## config.mk

```make
export PLATFORM = sky130hd
export DESIGN_NAME = uart_rx
export DESIGN_NICKNAME = d
export VERILOG_FILES = /design/src/rtl/uart_pkg.sv /design/src/rtl/sync_2ff.sv /design/src/rtl/uart_rx.sv
export SDC_FILE = /design/constraint.sdc
export NUM_CORES = 1
export LEC_CHECK = 0
export CORE_MARGIN = 2
export CORE_UTILIZATION = 50
export CTS_CLUSTER_DIAMETER = 200
export DETAILED_ROUTE_END_ITERATION = 10
export GPL_ROUTABILITY_DRIVEN = 0
export PLACE_DENSITY = 0.72
export SYNTH_ARGS = -nofsm -noshare
export SYNTH_HDL_FRONTEND = slang
export SYNTH_SLANG_ARGS = --single-unit
```

## constraint.sdc

```tcl
create_clock -name i_clk -period 2.5 [get_ports i_clk]
set_input_delay 0.5 -clock i_clk [delete_from_list [all_inputs] [get_ports i_clk]]
set_output_delay 0.5 -clock i_clk [all_outputs]
set_load 0.02 [all_outputs]
```

## src/rtl/uart_pkg.sv

```systemverilog
// Shared definitions for the UART receiver: receiver FSM state encoding and
// the oversampling ratio used by both the receiver and the baud-rate generator.
// Optional build macro: UART_RX_PARITY_EN adds the PARITY state.
package uart_pkg;

  // Ticks per bit period delivered by the baud-rate generator.
  localparam int OVERSAMPLE = 16;

`ifdef UART_RX_PARITY_EN
  typedef enum logic [2:0] {
    S_IDLE   = 3'd0,
    S_START  = 3'd1,
    S_DATA   = 3'd2,
    S_PARITY = 3'd3,
    S_STOP   = 3'd4
  } rx_state_e;
`else
  typedef enum logic [1:0] {
    S_IDLE  = 2'd0,
    S_START = 2'd1,
    S_DATA  = 2'd2,
    S_STOP  = 2'd3
  } rx_state_e;
`endif

endpackage : uart_pkg

```

## src/rtl/sync_2ff.sv

```systemverilog
// Two-flop synchronizer for a single asynchronous bit. Both flops reset to
// RESET_VAL so the synchronized output is defined from the first clock.
module sync_2ff #(
  parameter logic RESET_VAL = 1'b1
) (
  input  logic clk_i,
  input  logic rst_ni,
  input  logic d_i,
  output logic q_o
);

  logic meta_q;
  logic sync_q;

  // Shift the asynchronous input through two flops.
  always_ff @(posedge clk_i) begin
    if (!rst_ni) begin
      meta_q <= RESET_VAL;
      sync_q <= RESET_VAL;
    end else begin
      meta_q <= d_i;
      sync_q <= meta_q;
    end
  end

  assign q_o = sync_q;

endmodule : sync_2ff

```

## src/rtl/uart_rx.sv

```systemverilog
// UART receiver with 16x oversampling: detects the start bit, samples each
// data bit at its centre, checks the stop bit and reports the word with a
// one-cycle o_rx_done pulse.
// Optional build macro: UART_RX_PARITY_EN adds an even-parity bit after the
// data bits and the o_parity_err output.
module uart_rx
  import uart_pkg::*;
#(
  parameter int DBIT    = 8,
  parameter int SB_TICK = 16
) (
  input  logic            i_clk,
  input  logic            i_reset_n,
  input  logic            i_tick,
  input  logic            i_rx,
  output logic [DBIT-1:0] o_dout,
  output logic            o_rx_done,
  output logic            o_frame_err
`ifdef UART_RX_PARITY_EN
  ,
  output logic            o_parity_err
`endif
);

  // Bit counter spans 0..DBIT-1; the tick counter is 4 bits unless a longer
  // stop period (1.5 or 2 stop bits) needs more range to avoid wrapping.
  localparam int NW = (DBIT > 1) ? $clog2(DBIT) : 1;
  localparam int SW = ($clog2(SB_TICK) > 4) ? $clog2(SB_TICK) : 4;

  localparam logic [SW-1:0] S_MID  = SW'(OVERSAMPLE / 2 - 1);
  localparam logic [SW-1:0] S_LAST = SW'(OVERSAMPLE - 1);
  localparam logic [SW-1:0] S_STOP_LAST = SW'(SB_TICK - 1);
  localparam logic [NW-1:0] N_LAST = NW'(DBIT - 1);

  rx_state_e       state_q, state_d;
  logic [SW-1:0]   s_q, s_d;
  logic [NW-1:0]   n_q, n_d;
  logic [DBIT-1:0] b_q, b_d;
  logic [DBIT-1:0] dout_q, dout_d;
  logic            done_q, done_d;
  logic            ferr_q, ferr_d;
  logic            rx_s;

`ifdef UART_RX_PARITY_EN
  logic            pbit_q, pbit_d;
  logic            perr_q, perr_d;

  // Even parity over the data word: 1 when the word holds an odd number of ones.
  function automatic logic data_parity(input logic [DBIT-1:0] v);
    return ^v;
  endfunction
`endif

  sync_2ff #(
    .RESET_VAL(1'b1)
  ) u_sync_rx (
    .clk_i (i_clk),
    .rst_ni(i_reset_n),
    .d_i   (i_rx),
    .q_o   (rx_s)
  );

  // Next-state and datapath decisions; counters only move on ticks, while
  // entering a new state always clears the tick counter.
  always_comb begin
    state_d = state_q;
    s_d     = s_q;
    n_d     = n_q;
    b_d     = b_q;
    dout_d  = dout_q;
    done_d  = 1'b0;
    ferr_d  = ferr_q;
`ifdef UART_RX_PARITY_EN
    pbit_d  = pbit_q;
    perr_d  = perr_q;
`endif
    case (state_q)
      S_IDLE: begin
        if (!rx_s) begin
          state_d = S_START;
          s_d     = '0;
        end else begin
          state_d = S_IDLE;
        end
      end
      S_START: begin
        if (i_tick) begin
          if (s_q == S_MID) begin
            s_d = '0;
            if (!rx_s) begin
              state_d = S_DATA;
              n_d     = '0;
            end else begin
              // Line went back high before mid start bit: a glitch.
              state_d = S_IDLE;
            end
          end else begin
            s_d = s_q + SW'(1);
          end
        end else begin
          s_d = s_q;
        end
      end
      S_DATA: begin
        if (i_tick) begin
          if (s_q == S_LAST) begin
            s_d = '0;
            b_d = {rx_s, b_q[DBIT-1:1]};
            if (n_q == N_LAST) begin
`ifdef UART_RX_PARITY_EN
              state_d = S_PARITY;
`else
              state_d = S_STOP;
`endif
            end else begin
              n_d = n_q + NW'(1);
            end
          end else begin
            s_d = s_q + SW'(1);
          end
        end else begin
          s_d = s_q;
        end
      end
`ifdef UART_RX_PARITY_EN
      S_PARITY: begin
        if (i_tick) begin
          if (s_q == S_LAST) begin
            s_d     = '0;
            pbit_d  = rx_s ^ data_parity(b_q);
            state_d = S_STOP;
          end else begin
            s_d = s_q + SW'(1);
          end
        end else begin
          s_d = s_q;
        end
      end
`endif
      S_STOP: begin
        if (i_tick) begin
          if (s_q == S_STOP_LAST) begin
            s_d     = '0;
            state_d = S_IDLE;
            done_d  = 1'b1;
            dout_d  = b_q;
            ferr_d  = ~rx_s;
`ifdef UART_RX_PARITY_EN
            perr_d  = pbit_q;
`endif
          end else begin
            s_d = s_q + SW'(1);
          end
        end else begin
          s_d = s_q;
        end
      end
      default: begin
        state_d = S_IDLE;
        s_d     = '0;
        n_d     = '0;
      end
    endcase
  end

  // State and datapath registers with synchronous active-low reset.
  always_ff @(posedge i_clk) begin
    if (!i_reset_n) begin
      state_q <= S_IDLE;
      s_q     <= '0;
      n_q     <= '0;
      b_q     <= '0;
      dout_q  <= '0;
      done_q  <= 1'b0;
      ferr_q  <= 1'b0;
`ifdef UART_RX_PARITY_EN
      pbit_q  <= 1'b0;
      perr_q  <= 1'b0;
`endif
    end else begin
      state_q <= state_d;
      s_q     <= s_d;
      n_q     <= n_d;
      b_q     <= b_d;
      dout_q  <= dout_d;
      done_q  <= done_d;
      ferr_q  <= ferr_d;
`ifdef UART_RX_PARITY_EN
      pbit_q  <= pbit_d;
      perr_q  <= perr_d;
`endif
    end
  end

  assign o_dout      = dout_q;
  assign o_rx_done   = done_q;
  assign o_frame_err = ferr_q;
`ifdef UART_RX_PARITY_EN
  assign o_parity_err = perr_q;
`endif

endmodule : uart_rx

```

# --- After elaboration in Yosys (flattened, before gate mapping) ---
# Cells that the tools add are included.
classes:
  add_sub_neg: 2
  n_eq_ne: 17
  muxes: 24
  bitwise_logic: 1
  n_reduce_logical: 9
op_table:
  columns: ["operator", "count"]
  rows:
  - ["2-to-1 mux 4 bit", 5]
  - ["inequality test 2 bit, second input constant", 10]
  - ["2-to-1 mux 3 bit", 6]
  - ["2-to-1 mux 2 bit", 8]
  - ["AND reduction 7 bit", 2]
  - ["one-hot mux 4 bit (3 select lines)", 1]
  - ["AND reduction 3 bit", 4]
  - ["one-hot mux 2 bit (4 select lines)", 1]
  - ["one-hot mux 3 bit (2 select lines)", 1]
  - ["adder 4 x 1 -> 4 bit, second input constant", 1]
  - ["equality test 2 bit, second input constant", 2]
  - ["equality test 4 x 3 -> 1 bit, second input constant", 1]
  - ["equality test 4 bit, second input constant", 1]
  - ["adder 3 x 1 -> 3 bit, second input constant", 1]
  - ["equality test 3 bit, second input constant", 1]
  - ["equality test 2 x 1 -> 1 bit, second input constant", 1]
  - ["logical NOT 2 bit", 1]
  - ["2-to-1 mux 1 bit", 2]
  - ["inequality test 2 x 1 -> 1 bit, second input constant", 1]
  - ["nonzero test 2 bit", 1]
  - ["OR reduction 2 bit", 1]
  - ["NOT 1 bit", 1]
word_totals:
  register_bits: 29
  in_bits: 4
  out_inout_bits: 10
  elab_cells: 62

# --- Depth between registers and ports, before layout ---
depth:
  ltp_word: 5
  depth_mapped: 6
  mapped_depth_nobuf: 6

# --- Hierarchy ---
# Synthesis repeated with hierarchy kept, for this count alone.
hier_totals:
  cells_unflattened: 135
  area_unflattened_um2: 1293.7
modules_own_cells:
  columns: ["module", "instances", "cells_per_inst", "area_each_um2", "seq_area_each_um2"]
  rows:
  - ["uart_rx", 1, 131, 1241.2, 540.5]
  - ["sync_2ff", 1, 4, 52.6, 40.0]

# --- Least setup slack after synthesis ---
# No wires, ideal clock.
synth_timing:
  path_type: "flip-flop to flip-flop"
  from: "register s_q[0]"
  to: "register b_q[0]"
  setup_time_ns: 0.116
  arrival_ns: 1.281
  required_time_ns: 2.384
  path_slack_ns: 1.103
  path_stages_with_launch: 7
  n_path_buf: 1
  period_less_slack_ns: 1.397
  cell_sequence: "dfxtp_1 -> ha_1 -> nand4_2 -> nor3b_2 -> buf_6 -> mux2i_1 -> nor2b_1"
synth_via:
  elab_chain_len: 2
synth_lines:
  columns: ["element", "line", "text"]
  rows:
  - ["from (decl)", "uart_rx.sv:36", "logic [SW-1:0] s_q, s_d;"]
  - ["from (signal assigned)", "uart_rx.sv:170", "s_q <= '0;"]
  - ["from (signal assigned)", "uart_rx.sv:182", "s_q <= s_d;"]
  - ["equality test 4 bit", "uart_rx.sv:106", "if (s_q == S_LAST) begin"]
  - ["AND reduction 3 bit (no source line)", null, null]
  - ["to (signal assigned)", "uart_rx.sv:172", "b_q <= '0;"]
  - ["to (signal assigned)", "uart_rx.sv:184", "b_q <= b_d;"]
  - ["to (decl)", "uart_rx.sv:38", "logic [DBIT-1:0] b_q, b_d;"]
# No other way between the ends.
# A chain may end at the register's enable or synchronous reset.

# --- Final worst setup path ---
layout_timing:
  from: "register dout_q[2] (netlist: o_dout[2])"
  to: "output port o_dout[2]"
layout_rtl:
  columns: ["element", "line", "text"]
  rows:
  - ["from (decl)", "uart_rx.sv:39", "logic [DBIT-1:0] dout_q, dout_d;"]
  - ["from (signal assigned)", "uart_rx.sv:185", "dout_q <= dout_d;"]
  - ["to (decl)", "uart_rx.sv:16", "output logic [DBIT-1:0] o_dout,"]
# No word-level cell between the ends.

==> impl_metrics.ini <==
[setup_path]
cp_data_arrival_time_ps = 1280
cp_cell_sequence = clkdlybuf4s50_1
slowest_delay_ps = 610
end_kind = output port
path_buf_inv = 1
cpLargestDelayFamily = buffers and inverters
r2r_cells = 6
r2r_slack_ps = 940
cp.required_ps = 2000
cpMaxStageDelayCell = clkdlybuf4s50_1
start_kind = register
reg2reg_from = s_q[0]
cp_max_fo = 2
worst-setup-path-type = register to output port
r2r-end = b_q[3]

[sta]
holdWs_ps = 420.8
setup_tns_ps = 0
grt_setup_unrepaired = false
final-max-slew-violation-count = 0
finalSetupViolCount = 0
fin_crit_sh_pct = 71.16
worst_slew_pin_slew_ps = 353.3
max_freq_ghz = 0.5621
maxSlewHeadroom_pct = 76.27
finalHoldViolCount = 0
fin_crit_ps = 1779
skew_ps = 9.296

[synthesis]
synth_edf_count = 0
yosysTopAreaCellShare_pct = 45.40
yosys.area.top_type = dfxtp_1
synth_most_common_cell = dfxtp_1
synth_top_family_by_area = simple AND/OR/NAND/NOR gates
synth_seq_cells = 29
ys_top_cells_by_count = dfxtp_1 (29), mux2i_1 (20), nor2b_1 (20)
synth_adder_area_share_pct = 2.935
yosys.area_share.simple_pct = 24.46
synth_mux_area_share_pct = 15.66
synth_xor_xnor_area_share_pct = 1.370
synthArstFlopShare_pct = 0
ys.flop_type = dfxtp_1
syn-num-nets = 133
synth_compound_gate_area_share_pct = 5.969
syn_area_mm2 = 0.001279
ys_warn_count = 0
seq_area_frac_synth_pct = 45.40
synthTopCellsByArea = dfxtp_1 (45%), mux2i_1 (16%), nor2b_1 (9.8%), ha_1 (2.9%), nand2_1 (2.3%)
synthCells = 126
yosysUniqueCellTypes = 31
syn_avg_cell_area_um2 = 10.15

[pwr]
combPwrFrac_pct = 3.1
power.total_w = 0.0008890
ir_worst_vdd_mv = 0.5322
powerDensity_mw_per_mm2 = 589.6
power.switching_w = 0.0001712
power.share.clock_pct = 44.3
p_seq_share_pct = 52.7
switching_share_pct = 19.26
internal_power_w = 0.0007177
p_leak_nw = 0.5509

[routing]
avgRoutedWirePerCell_um = 12.18
ant_nets = 0
routed-via-count = 894
drc_errors = 0
first_pass_iters = 4
vias_per_cell = 5.168
drt-initial-drc-count = 17
totalWireLength_mm = 2.107

[clock_tree]
clk_pin_slew_worst_paths_ps = 90
root_buffer = clkbuf_4
hold_buffers = 0
postCtsSetupRepairBufs = 0
htreeDepth = 2
cts_made_buffers = 5
cts.sinks = 29
cts_tree = done
cts_resized = 0
clk_latency_ps = 320
cts.path.max_buffers = 2

[status]
status = finished clean

[placed_design]
dp_hpwl_mm = 1.443
dp.cells = 165
numPortBuffers = 13

[floorplanning]
start_util_pct = 52.09
fp.dieW_um = 54.57
ios = 14
die_h_um = 54.57
core_mm2 = 0.002455
dieArea_mm2 = 0.002978
rows = 18

[global_route]
overflow = 0
grt.total_usage_pct = 17.40
grt_pass1_wl_mm = 3.601
grt_pass1_vias = 798
grt_start_max_net_pins = 33
antenna_found_initial = 0

[layout]
drive_above_1_share_pct = 11.89
n_antenna_cell = 0
syn_to_final_growth_pct = 17.91
stdcell_count = 173
nets = 149

[run]
max_cap_viol_count = 0

[hold_path]
min_path_type = register to register
min_to = u_sync_rx.q_o
holdPathStages = 1
min-delay-start = u_sync_rx.meta_q
## per-layer routing
layer / routed length [µm] / vias up / GRT usage [%]
met1: 1050 / 415 / 22.02
met5: 0 / - / 0
met3: 104 / 3 / 8.743
li1: - / 462 / -
met4: 19 / 0 / 6.250
met2: 932 / 14 / 25.30
## stage by stage
step	setup slack (ps)	area (µm²)	utilization, %
2_1_floorplan	1103	1279	-
3_3_place_gp	526.2	1423	57.95
3_5_place_dp	515.1	1423	57.95
4_1_cts	692.9	1508	61.42
5_1_grt	656.5	1508	61.42
6_report	721.1	1508	61.42
## registers in the layout, summed over array words and instances (netlist names), named ones only
name / cells
b_q: 8
o_dout: 8
o_rx_done: 1
o_frame_err: 1
n_q: 3
u_sync_rx.meta_q: 1
u_sync_rx.q_o: 1
state_q: 1
s_q: 4
## cell usage in the layout (no fill, tap or decap), types with 4 or more instances in the layout
cell type        instances
buf_4                    4
clkbuf_4                 5
clkdlybuf4s50_1         13
dfxtp_1                 29
mux2i_1                 20
nand2_1                  8
nor2_1                   7
nor2b_1                 20
## layout make-up
type                            count  area, µm²
Clock buffer                        7      55.05
Clock inverter                      1      30.03
Multi-Input combinational cell     89      644.4
Sequential cell                    29      580.6
Tap cell                           30      37.54
Fill cell                         211      947.2
Timing Repair Buffer               17      160.2
## how the worst max path moves through the flow
stage                     cells past startpoint        end  slack (ps)       from
final                                         1  o_dout[2]         720  o_dout[2]
after global routing                          1  o_dout[2]         660  o_dout[2]
after CTS                                     1  o_dout[2]         690  o_dout[2]
after detailed placement                      6     b_q[3]         520     i_tick
after global placement                        6     b_q[4]         530     i_tick
after floorplan                               6     b_q[0]        1100     s_q[0]
## power groups by stage
stage	logic [W]	registers, W	clock network [W]
final	0.0000274	0.000468	0.000393
after global routing	0.0000305	0.000469	0.000426
after CTS	0.0000276	0.000468	0.000404
after detailed placement	0.0000273	0.000479	0
after global placement	0.0000269	0.000479	0
after floorplan	0.0000202	0.000477	0
## kinds of logic after synthesis
kind of cell / after synthesis
and+or+nand+nor: 54
muxes: 20
DFF: 29
xor gates and xnor gates: 2
AOI/OAI and AO/OA: 10
buffers and inverters: 8
adders and majority gates: 3
Note: power is estimated with default switching activity, not from simulation.
